## config.mk

```make
export PLATFORM = sky130hd
export DESIGN_NAME = mem_stage
export DESIGN_NICKNAME = d
export VERILOG_FILES = /design/src/rtl/mem_stage_pkg.sv /design/src/rtl/mem_stage_load_align.sv /design/src/rtl/mem_stage.sv
export SDC_FILE = /design/constraint.sdc
export NUM_CORES = 1
export LEC_CHECK = 0
export CORE_MARGIN = 1.5
export CORE_UTILIZATION = 65
export CTS_CLUSTER_DIAMETER = 80
export DETAILED_ROUTE_END_ITERATION = 6
export DONT_BUFFER_PORTS = 1
export PLACE_DENSITY = 0.81
export SLEW_MARGIN = 20
export SYNTH_ARGS = -nofsm -noshare
export SYNTH_HDL_FRONTEND = slang
export SYNTH_SLANG_ARGS = --single-unit
```

## constraint.sdc

```tcl
create_clock -name clk -period 3.27 [get_ports clk]
set_clock_uncertainty 0.15 [all_clocks]
set_input_delay 0.4905 -clock clk [delete_from_list [all_inputs] [get_ports clk]]
set_output_delay 0.4905 -clock clk [all_outputs]
set_load 0.03 [all_outputs]
```

## src/rtl/mem_stage_pkg.sv

```systemverilog
// Shared definitions for the memory stage: control word layout, access size
// encodings, FSM state encoding and store lane helpers.
package mem_stage_pkg;

    localparam int CTRL_W         = 6;
    localparam int CTRL_REG_WRITE = 0;
    localparam int CTRL_MEM_READ  = 1;
    localparam int CTRL_MEM_WRITE = 2;
    localparam int CTRL_SIZE_LO   = 3;
    localparam int CTRL_SIZE_HI   = 4;
    localparam int CTRL_SIGNED    = 5;

    localparam logic [1:0] SIZE_BYTE = 2'b00;
    localparam logic [1:0] SIZE_HALF = 2'b01;
    localparam logic [1:0] SIZE_WORD = 2'b10;

    typedef enum logic [0:0] {
        ST_IDLE   = 1'b0,
        ST_ACCESS = 1'b1
    } state_t;

    function automatic logic [3:0] store_be(input logic [1:0] size, input logic [1:0] lo);
        case (size)
            SIZE_BYTE: store_be = 4'b0001 << lo;
            SIZE_HALF: store_be = lo[1] ? 4'b1100 : 4'b0011;
            default:   store_be = 4'b1111;
        endcase
    endfunction

    function automatic logic [31:0] store_wdata(input logic [1:0] size, input logic [31:0] data);
        case (size)
            SIZE_BYTE: store_wdata = {4{data[7:0]}};
            SIZE_HALF: store_wdata = {2{data[15:0]}};
            default:   store_wdata = data;
        endcase
    endfunction

endpackage

```

## src/rtl/mem_stage_load_align.sv

```systemverilog
// Load lane extraction: picks the addressed byte/half out of the bus word and
// sign- or zero-extends it; word loads pass straight through.
module mem_load_align
    import mem_stage_pkg::*;
(
    input  logic [31:0] rdata,
    input  logic [1:0]  addr,
    input  logic [1:0]  size,
    input  logic        sign_ext,
    output logic [31:0] data
);

    logic [7:0]  byte_s;
    logic [15:0] half_s;

    // Lane select followed by extension
    always_comb begin
        byte_s = rdata[7:0];
        half_s = rdata[15:0];
        data   = rdata;
        case (addr)
            2'b00:   byte_s = rdata[7:0];
            2'b01:   byte_s = rdata[15:8];
            2'b10:   byte_s = rdata[23:16];
            default: byte_s = rdata[31:24];
        endcase
        if (addr[1]) begin
            half_s = rdata[31:16];
        end else begin
            half_s = rdata[15:0];
        end
        case (size)
            SIZE_BYTE: data = {{24{sign_ext & byte_s[7]}}, byte_s};
            SIZE_HALF: data = {{16{sign_ext & half_s[15]}}, half_s};
            default:   data = rdata;
        endcase
    end

endmodule

```

## src/rtl/mem_stage.sv

```systemverilog
// Pipeline memory stage: IDLE/ACCESS handshake with the data memory, store
// lane steering, load alignment and access timeout. Optional alignment
// trapping is enabled by defining MEM_ALIGN_CHECK_EN.
module mem_stage
    import mem_stage_pkg::*;
#(
    parameter int TIMEOUT_CYC = 255
) (
    input  logic              clk,
    input  logic              rst,
    input  logic              ex_valid,
    input  logic [31:0]       ex_result,
    input  logic [4:0]        ex_wreg_addr,
    input  logic [31:0]       ex_mem_wdata,
    input  logic [CTRL_W-1:0] ex_ctrl,
    output logic              stall_req,
    output logic              dm_req,
    output logic              dm_we,
    output logic [31:0]       dm_addr,
    output logic [3:0]        dm_be,
    output logic [31:0]       dm_wdata,
    input  logic [31:0]       dm_rdata,
    input  logic              dm_ack,
    output logic              wb_valid,
    output logic              wb_we,
    output logic [4:0]        wb_addr,
    output logic [31:0]       wb_data,
    output logic              fwd_we,
    output logic [4:0]        fwd_addr,
    output logic [31:0]       fwd_data,
    output logic              addr_err,
    output logic              bus_err
);

    localparam int CNT_W = $clog2(TIMEOUT_CYC + 1);

    state_t           state_r;
    logic [CNT_W-1:0] cnt_r;
    logic [1:0]       lo_r;
    logic [1:0]       size_r;
    logic             sign_r;
    logic             load_r;
    logic             rw_r;
    logic [4:0]       wreg_r;

    logic [1:0]       size_s;
    logic [1:0]       eff_lo_s;
    logic             memop_s;
    logic             aligned_s;
    logic [31:0]      ld_data_s;

    assign size_s  = ex_ctrl[CTRL_SIZE_HI:CTRL_SIZE_LO];
    assign memop_s = ex_ctrl[CTRL_MEM_READ] | ex_ctrl[CTRL_MEM_WRITE];

    // Alignment classification; without trapping the offending low bits are cleared
    always_comb begin
        aligned_s = 1'b1;
        eff_lo_s  = ex_result[1:0];
        case (size_s)
            SIZE_BYTE: begin
                aligned_s = 1'b1;
                eff_lo_s  = ex_result[1:0];
            end
            SIZE_HALF: begin
`ifdef MEM_ALIGN_CHECK_EN
                aligned_s = ~ex_result[0];
`else
                eff_lo_s  = {ex_result[1], 1'b0};
`endif
            end
            default: begin
`ifdef MEM_ALIGN_CHECK_EN
                aligned_s = (ex_result[1:0] == 2'b00);
`else
                eff_lo_s  = 2'b00;
`endif
            end
        endcase
    end

    assign stall_req = ((state_r == ST_IDLE) & ex_valid & memop_s & aligned_s) |
                       ((state_r == ST_ACCESS) & ~dm_ack);

    assign fwd_we   = wb_valid & wb_we;
    assign fwd_addr = wb_addr;
    assign fwd_data = wb_data;

    mem_load_align u_load_align (
        .rdata    (dm_rdata),
        .addr     (lo_r),
        .size     (size_r),
        .sign_ext (sign_r),
        .data     (ld_data_s)
    );

`ifdef MEM_ALIGN_CHECK_EN
    logic addr_err_r;
    assign addr_err = addr_err_r;
`else
    assign addr_err = 1'b0;
`endif

    // Stage FSM with all bus and write-back outputs registered
    always_ff @(posedge clk) begin
        if (rst) begin
            state_r  <= ST_IDLE;
            cnt_r    <= '0;
            lo_r     <= 2'b00;
            size_r   <= 2'b00;
            sign_r   <= 1'b0;
            load_r   <= 1'b0;
            rw_r     <= 1'b0;
            wreg_r   <= 5'd0;
            dm_req   <= 1'b0;
            dm_we    <= 1'b0;
            dm_addr  <= 32'd0;
            dm_be    <= 4'd0;
            dm_wdata <= 32'd0;
            wb_valid <= 1'b0;
            wb_we    <= 1'b0;
            wb_addr  <= 5'd0;
            wb_data  <= 32'd0;
            bus_err  <= 1'b0;
`ifdef MEM_ALIGN_CHECK_EN
            addr_err_r <= 1'b0;
`endif
        end else begin
            wb_valid <= 1'b0;
            bus_err  <= 1'b0;
`ifdef MEM_ALIGN_CHECK_EN
            addr_err_r <= 1'b0;
`endif
            case (state_r)
                ST_IDLE: begin
                    if (ex_valid && memop_s && aligned_s) begin
                        state_r  <= ST_ACCESS;
                        cnt_r    <= '0;
                        lo_r     <= eff_lo_s;
                        size_r   <= size_s;
                        sign_r   <= ex_ctrl[CTRL_SIGNED];
                        load_r   <= ex_ctrl[CTRL_MEM_READ] & ~ex_ctrl[CTRL_MEM_WRITE];
                        rw_r     <= ex_ctrl[CTRL_REG_WRITE];
                        wreg_r   <= ex_wreg_addr;
                        dm_req   <= 1'b1;
                        dm_we    <= ex_ctrl[CTRL_MEM_WRITE];
                        dm_addr  <= {ex_result[31:2], 2'b00};
                        dm_be    <= store_be(size_s, eff_lo_s);
                        dm_wdata <= store_wdata(size_s, ex_mem_wdata);
`ifdef MEM_ALIGN_CHECK_EN
                    end else if (ex_valid && memop_s) begin
                        wb_valid   <= 1'b1;
                        wb_we      <= 1'b0;
                        wb_addr    <= ex_wreg_addr;
                        wb_data    <= ex_result;
                        addr_err_r <= 1'b1;
`endif
                    end else if (ex_valid) begin
                        wb_valid <= 1'b1;
                        wb_we    <= ex_ctrl[CTRL_REG_WRITE] & (ex_wreg_addr != 5'd0);
                        wb_addr  <= ex_wreg_addr;
                        wb_data  <= ex_result;
                    end else begin
                        state_r <= ST_IDLE;
                    end
                end
                ST_ACCESS: begin
                    if (dm_ack) begin
                        state_r  <= ST_IDLE;
                        dm_req   <= 1'b0;
                        wb_valid <= 1'b1;
                        wb_addr  <= wreg_r;
                        if (load_r) begin
                            wb_we   <= rw_r & (wreg_r != 5'd0);
                            wb_data <= ld_data_s;
                        end else begin
                            wb_we   <= 1'b0;
                            wb_data <= 32'd0;
                        end
                    end else if (cnt_r == CNT_W'(TIMEOUT_CYC - 1)) begin
                        // Abandon the access: retire without a register write
                        state_r  <= ST_IDLE;
                        dm_req   <= 1'b0;
                        bus_err  <= 1'b1;
                        wb_valid <= 1'b1;
                        wb_we    <= 1'b0;
                        wb_addr  <= wreg_r;
                        wb_data  <= 32'd0;
                    end else begin
                        cnt_r <= cnt_r + CNT_W'(1);
                    end
                end
                default: begin
                    state_r <= ST_IDLE;
                    dm_req  <= 1'b0;
                end
            endcase
        end
    end

endmodule

```

**Word-level counts from Yosys, hierarchy flattened**

Index checks and enable logic that the tools add are counted.

- Logic and storage cells: 96
- Output and inout port bits: 150
- Register bits after elaboration: 129
- Input port bits: 111

- Shift-type cells: 1
- Equality and inequality tests: 11
- Multiplexer cells: 40
- Reduce and logical (&&, ||, !) cells: 11
- Add/sub/neg operators: 1
- Bitwise gates (word level): 14

Operator list:

| cell | number |
|---|---|
| $pmux 32 s2 | 3 |
| $mux 32 | 5 |
| $mux 8 | 3 |
| $pmux 8 s3 | 1 |
| $mux 5 | 4 |
| $mux 16 | 1 |
| $pmux 8 s2 | 1 |
| $mux 1 | 14 |
| $pmux 5 s2 | 1 |
| $reduce_bool 5->1 | 2 |
| $and 1x1->1 | 9 |
| $add 8x1->8 const B | 1 |
| $eq 8x8->1 const B | 1 |
| $ne 2x2->1 const B | 4 |
| $pmux 1 s2 | 4 |
| $pmux 4 s2 | 1 |
| $eq 2x1->1 const B | 3 |
| $logic_not 2->1 | 3 |
| $reduce_and 3->1 | 2 |
| $mux 4 | 1 |
| $pmux 2 s2 | 1 |
| $reduce_and 2->1 | 2 |
| $shl 1x2->4 const A | 1 |
| $ne 3x2->1 const B | 1 |
| 6 further kinds | 9 |

**Depth between registers and ports, before layout**

Gate-level depths: netlist of the first run.

- Depth in word-level cells: 7
- Gate-level depth with buffers: 8
- Mapped depth without buffers: 6

**By module**

A second synthesis of the first run with hierarchy kept.

- Cells, all modules: 744
- Area total of the unflattened synthesis: 6,890.4 sq um

Modules (own cells, without submodules):

| module | instances | cells an instance | seq. area each (sq um) | area an instance (sq um) |
|---|---|---|---|---|
| mem_stage | 1 | 629 | 2,582.5 | 6,014.5 |
| mem_load_align | 1 | 115 | 0.0 | 875.8 |

**Least setup slack after synthesis of the first run**

Ideal clock, no wire load.

- Path type: in2out
- Start: in ex_ctrl[2]
- End: out stall_req
- Cell stages on the path: 4
- Path slack: 1,174 ps
- Data arrival time: 1,455 ps
- Required time: 2,629 ps
- Path buffers: 1
- Path through: or2_1 nand2_1 clkbuf_1 nand2_1

- Longest elaborated chain between the ends: 3

RTL lines:

| what | line | RTL |
|---|---|---|
| start: declaration | mem_stage.sv:15 | `input logic [CTRL_W-1:0] ex_ctrl,` |
| $or 1x1->1 | mem_stage.sv:53 | `assign memop_s = ex_ctrl[CTRL_MEM_READ] \| ex_ctrl[CTRL_MEM_WRITE];` |
| $and 1x1->1 | mem_stage.sv:81 | `assign stall_req = ((state_r == ST_IDLE) & ex_valid & memop_s & aligned_s) \|` |
| $or 1x1->1 | mem_stage.sv:81 |  |
| end: declaration | mem_stage.sv:16 | `output logic stall_req,` |

Every way passes these cells.

**Worst setup path in the final report of the first run**

- Start: reg state_r
- End: out stall_req

- Longest elaborated chain between the ends: 4
- Elaborated cells between the ends (all ways): 5
- Classes of those cells: bitwise (5)

RTL lines:

| what | line | RTL |
|---|---|---|
| start: declaration | mem_stage.sv:37 | `state_t state_r;` |
| start signal: assignment | mem_stage.sv:106 | `state_r <= ST_IDLE;` |
| start signal: assignment | mem_stage.sv:136 | `state_r <= ST_ACCESS;` |
| start signal: assignment | mem_stage.sv:163 | `state_r <= ST_IDLE;` |
| $not 1->1 (no line) | - |  |
| $and 1x1->1 (2 in series) | mem_stage.sv:81 |  |
| $or 1x1->1 (*) | mem_stage.sv:81 |  |

Mark *: on every way between the ends. The rest lies on a longest branch, timed or not.

==> results.toml, run 1 <==
[yosys]
synth_common_cells = "129 x dfxtp_1, 67 x a211oi_1, 61 x nand2_1, 51 x nor2_1, 46 x clkbuf_1"
synth_area_um2 = 6550
synth_ff_type = "dfxtp_1"
synth_edf_count = 0
synth_top_area_share_pct = 39.4
synth.most_common_cell = "dfxtp_1"
yosysTopAreaCell = "dfxtp_1"
syn_avg_cell_area_um2 = 8.88
synth-seq-cells = 129
ys_types = 58
ys_top_cells_by_area = "dfxtp_1 39%, a211oi_1 7.7%, mux2i_1 6.1%"
async_flop_share_pct = 0
yosysSeqAreaShare_pct = 39.4
yosys_warnings = 0
postSynthCellCount = 737

[flow_run]
drv_cap = 0

[timing]
tns_ns = 0
worstMarginPinSlew_ns = 0.917
period_needed_ns = 2.57
setup_viol = 0
timing.final.crit_share_pct = 78.7
finalWorstSetupSlack_ns = 0.697
slew_headroom_pct = 38.7
maxSlewViolCount = 0
rsz0062_at_grt = "false"
hold_viol = 0
clock.fmax_mhz = 389

[power_and_ir_drop]
ir_worst_vdd_v = 0.000406
p_leak_uw = 0.00270
pwr_density_cell_nw_per_um2 = 604

[clock_tree]
numCtsBuffers = 17
cts_root_buf = "clkbuf_8"
postCtsSetupRepairBufs = 0
path_clk_slew_ns = 0.06
cts_tree = "yes"
cts_sinks = 129
ctsHoldBuffers = 48
clock_path_buffers = 2
post_cts_resized = 0
htreeDepth = 4
worstSkewPairLatency_ns = 0.52

[worst_setup_path]
cp_max_fo = 56
path_class = "reg2out"
end_kind = "output pin"
cp.required_ns = 2.63
startpoint_type = "register"
cp_data_arrival_time_ns = 1.93

[place]
place.gp.congestion = 0.878
place_ws_ns = 0.852
numPortBuffers = 0
place_hpwl_um = 12800
post_dp_cell_area_um2 = 6260

[detailed_routing]
viasPerCell = 6.91
wl_um = 20200
drt_drc_violations_left = 0
drtPass1Iterations = 5
via_count = 5933
drt_iter0_markers = 408
antenna_left = 0
post_drt_wl_per_cell_um = 23.5

[layout]
layout.nets = 825
drive_gt1_share_pct = 8.97
areaGrowthSynthToFinish_pct = 12.4
final_area_um2 = 7360

[die]
dieArea_um2 = 10700
rows = 36
start_util_pct = 67.0
fp.coreArea_um2 = 9770
boundaryPins = 261
fp.dieW_um = 103
fp.dieH_um = 103

[global_route]
antenna_found_initial = 0
grt_pass1_wl_um = 29100
grt-ovfl-total = 0
track_usage_pct = 35.9
grt_max_degree = 72
grt_pass1_vias = 5587

[outcome]
outcome = "finished clean"

[worst_hold_path]
min_path_type = "in2reg"
-- routing by layer --
layer,up-vias,share of wire [%],track usage [%]
met5,-,0,0
met4,0,5.3,21.8
met3,81,10,13.6
met2,371,48,59.3
met1,2815,36,39.2
li1,2666,-,-
-- layout by cell type (no fill, tap or decap), types with 3 or more instances in the layout --
cell / n
dfxtp_1: 128
a211oi_1: 67
nand2_1: 61
nor2_1: 50
dlygate4sd3_1: 47
mux2i_1: 40
o21ai_0: 32
a21oi_1: 31
a22o_1: 29
a21boi_0: 18
o22a_1: 18
clkbuf_16: 16
nand2b_1: 14
nor2b_1: 13
buf_4: 13
a311oi_1: 11
a22oi_1: 11
nand3_1: 10
a2111oi_2: 10
a32o_1: 7
inv_1: 6
nor3_1: 6
a2111oi_0: 6
o211ai_1: 5
a31oi_1: 5
o221ai_1: 4
and3_1: 3
nor4_1: 3
o31ai_1: 3
conb_1: 3
clkbuf_8: 3
bufinv_16: 3
clkinv_4: 3
clkinvlp_4: 3
-- layout make-up --
class	instances	area [µm²]
clock buffers	20	445
inverters	7	26.3
repair buffers	61	596
clock inverters	12	158
fillers	689	2410
diodes	1	2.50
flip-flops and latches	129	2580
multi-input cells	496	3380
well taps	133	166
-- sequential cells by signal (all words and copies together), names as in the netlist, 2 cells and up --
| signal | cells |
|---|---|
| dm_wdata | 32 |
| lo_r | 2 |
| size_r | 2 |
| cnt_r | 8 |
| fwd_addr | 5 |
| fwd_data | 32 |
| wreg_r | 5 |
| dm_be | 4 |
| dm_addr | 30 |
-- cells by family after synthesis --
kind of cell	synth area share (%)
compound gates	31.1
xor+xnor	0.268
fa+ha+maj	0.382
buf+inv	9.23
flops	39.4
mux	6.29
other cells	0.0573
simple gates	13.2
-- power by group --
part           switching [µW]  internal (µW)  leakage [µW]
Sequential                359           1680       0.00106
Clock                     701           1200      0.000287
Combinational             286            211       0.00135
-- metrics by stage --
step           util [%]  power, µW  cells  hold slack, ns
6_report           75.3       4440    859          0.0155
5_1_grt            75.3       4590    858         0.00446
3_3_place_gp       64.0       2460    778           0.309
4_1_cts            75.3       4440    858         0.00277
3_5_place_dp       64.0       2480    778           0.313
2_1_floorplan         -       2460    739           0.300
-- path summary, 6_finish.rpt --
check	start	cells after the start	slack (ns)	endpoint
min reg2reg	sign_r	2	0.33	sign_r
max reg2reg	state_r	5	0.85	dm_wdata[22]
min	ex_mem_wdata[9]	2	0.02	dm_wdata[9]
max	state_r	3	0.70	stall_req
-- critical path, stage by stage, from the launching register on --
cell and delay [ns]:
dfxtp_2 0.38, buf_4 0.54, nand2b_1 0.20, nand2_1 0.29
Note: power is estimated with default switching activity, not from simulation.
==> run 2: changes to the inputs <==
--- a/config.mk
+++ b/config.mk
@@ -6,11 +6,11 @@
 export NUM_CORES = 1
 export LEC_CHECK = 0
 export CORE_MARGIN = 1.5
-export CORE_UTILIZATION = 65
+export CORE_UTILIZATION = 64
 export CTS_CLUSTER_DIAMETER = 80
 export DETAILED_ROUTE_END_ITERATION = 6
 export DONT_BUFFER_PORTS = 1
-export PLACE_DENSITY = 0.81
+export PLACE_DENSITY = 0.8
 export SLEW_MARGIN = 20
 export SYNTH_ARGS = -nofsm -noshare
 export SYNTH_HDL_FRONTEND = slang
==> constraint.sdc (replaced) <==
create_clock -name clk -period 2.4 [get_ports clk]
set_clock_uncertainty 0.15 [all_clocks]
set_input_delay 0.36 -clock clk [delete_from_list [all_inputs] [get_ports clk]]
set_output_delay 0.36 -clock clk [all_outputs]
set_load 0.03 [all_outputs]
==> results.toml, run 2 (synthesis results as in run 1) <==
[detailed_routing]
viasPerCell = 6.95
drt_drc_violations_left = 0
drt_iter0_markers = 613
wl_um = 21500
via_count = 6154
route.met3.wl_um = 2160
route.met2.wl_um = 10200
highest_layer = "met4"
drtPass1Iterations = 5
drt-met1-wl_um = 7820
post_drt_wl_per_cell_um = 24.2
antenna_left = 0

[die]
dieArea_um2 = 10800
start_util_pct = 66.4
fp.dieW_um = 104
fp.coreArea_um2 = 9860
fp.dieH_um = 104
rows = 36
boundaryPins = 261

[timing]
slew_headroom_pct = 42.3
tns_ns = 0
maxSlewViolCount = 0
worstMarginPinSlew_ns = 0.866
period_needed_ns = 2.24
hold_viol = 0
rsz0062_at_grt = "false"
whs_ns = 0.0139
setup_viol = 0
clock.fmax_mhz = 446
timing.final.crit_share_pct = 93.4

[layout]
antennaDiodeCount = 0
fill_cells = 654
final_common_cell = "dfxtp_1"
areaGrowthSynthToFinish_pct = 16.8
layout.nets = 857
layout_common_cells = "128 x dfxtp_1, 75 x dlygate4sd3_1, 67 x a211oi_1"
drive_gt1_share_pct = 8.63

[global_route]
grt_pass1_vias = 6060
grt-ovfl-total = 0
antenna_found_initial = 0
track_usage_pct = 38.6
grt_pass1_wl_um = 32800
grt_max_degree = 98

[clock_tree]
postCtsSetupRepairBufs = 0
cts_root_buf = "clkbuf_8"
cts_sinks = 129
worstSkewPairLatency_ns = 0.52
cts_tree = "yes"
numCtsBuffers = 17
clock_path_buffers = 2
htreeDepth = 4
path_clk_slew_ns = 0.06

[worst_setup_path]
cp_data_arrival_time_ns = 2.56
path_class = "reg2reg"
cp_top_family = "compound AO/OA/AOI/OAI gates"
crit_chain = "or3b_1 -> o32a_2 -> a2111oi_0 -> o22a_1"
cpPeakStageDelay_ns = 0.55
end_kind = "register"
critPathSlowestCell = "a2111oi_0"
cp_num_buf_inv = 0
cp_max_fo = 16
startpoint_type = "register"
cp.required_ns = 2.72

[worst_hold_path]
min_path_type = "in2reg"

[place]
place.gp.congestion = 0.906
numPortBuffers = 0
place_hpwl_um = 13100

[outcome]
outcome = "finished clean"

[power_and_ir_drop]
pwr_density_cell_nw_per_um2 = 789
p_leak_uw = 0.00285
ir_worst_vdd_v = 0.000476

[flow_run]
drv_cap = 0
-- run 2: changes by cell type in the layout (fill, tap and decap cells not counted), moves of 2 or more --
cell / previous run / this run
dlygate4sd3_1: 47 / 75
clkinv_4: 3 / 1
clkbuf_8: 3 / 6
buf_4: 13 / 16
clkinvlp_4: 3 / 0
-- run 2: path summary, 6_finish.rpt --
path              slack [ns]     startpoint  depth (start not counted)      endpoint
setup reg to reg        0.16        lo_r[1]                          4  fwd_data[21]
hold / removal          0.01  ex_result[10]                          2  fwd_data[10]
setup / recovery        0.16        lo_r[1]                          4  fwd_data[21]
hold reg to reg         0.34       cnt_r[7]                          2      cnt_r[7]
-- run 2: through the flow --
step	std cells	power (µW)	instance area (µm²)	utilization (%)	setup WS (ns)
finish	886	6040	7650	77.5	0.159
global route	886	6210	7650	77.5	0.0538
CTS	885	6010	7640	77.4	0.163
detailed placement	782	3400	6300	63.9	0.255
global placement	782	3370	6300	63.9	0.0371
floorplan	739	3350	6550	-	0.408
-- run 2: layout make-up --
type                       instances  area [µm²]  area share, %
multi-input combinational        496        3390           44.3
sequential                       129        2580           33.8
timing repair buffer              93         918           12.0
clock buffer                      23         487           6.36
tap                              133         166           2.18
clock inverter                     5        78.8           1.03
inverter                           7        26.3          0.344
-- run 2: metal layers --
metal / up-vias / track usage (%)
li1: 2724 / -
met4: 0 / 23.7
met3: 105 / 12.8
met5: - / 0
met2: 425 / 63.6
met1: 2900 / 43.2
-- run 2: power breakdown --
part	switching, µW	internal [µW]
logic	428	332
clock network	899	1590
registers	497	2290
-- run 2: repair_timing --
item / 4_1_cts / 5_1_grt
setup endpoints to repair: 0 / 0
resized for setup: 0 / 0
hold buffers: 75 / 1
endpoints found under the hold margin: 119 / 1
==> run 3: changes to the inputs <==
--- a/config.mk
+++ b/config.mk
@@ -10,6 +10,7 @@
 export CTS_CLUSTER_DIAMETER = 80
 export DETAILED_ROUTE_END_ITERATION = 6
 export DONT_BUFFER_PORTS = 1
+export GPL_ROUTABILITY_DRIVEN = 1
 export PLACE_DENSITY = 0.8
 export SLEW_MARGIN = 20
 export SYNTH_ARGS = -nofsm -noshare
==> results of run 3 <==
Final layout, timing and power as in run 2 (identical DEF).
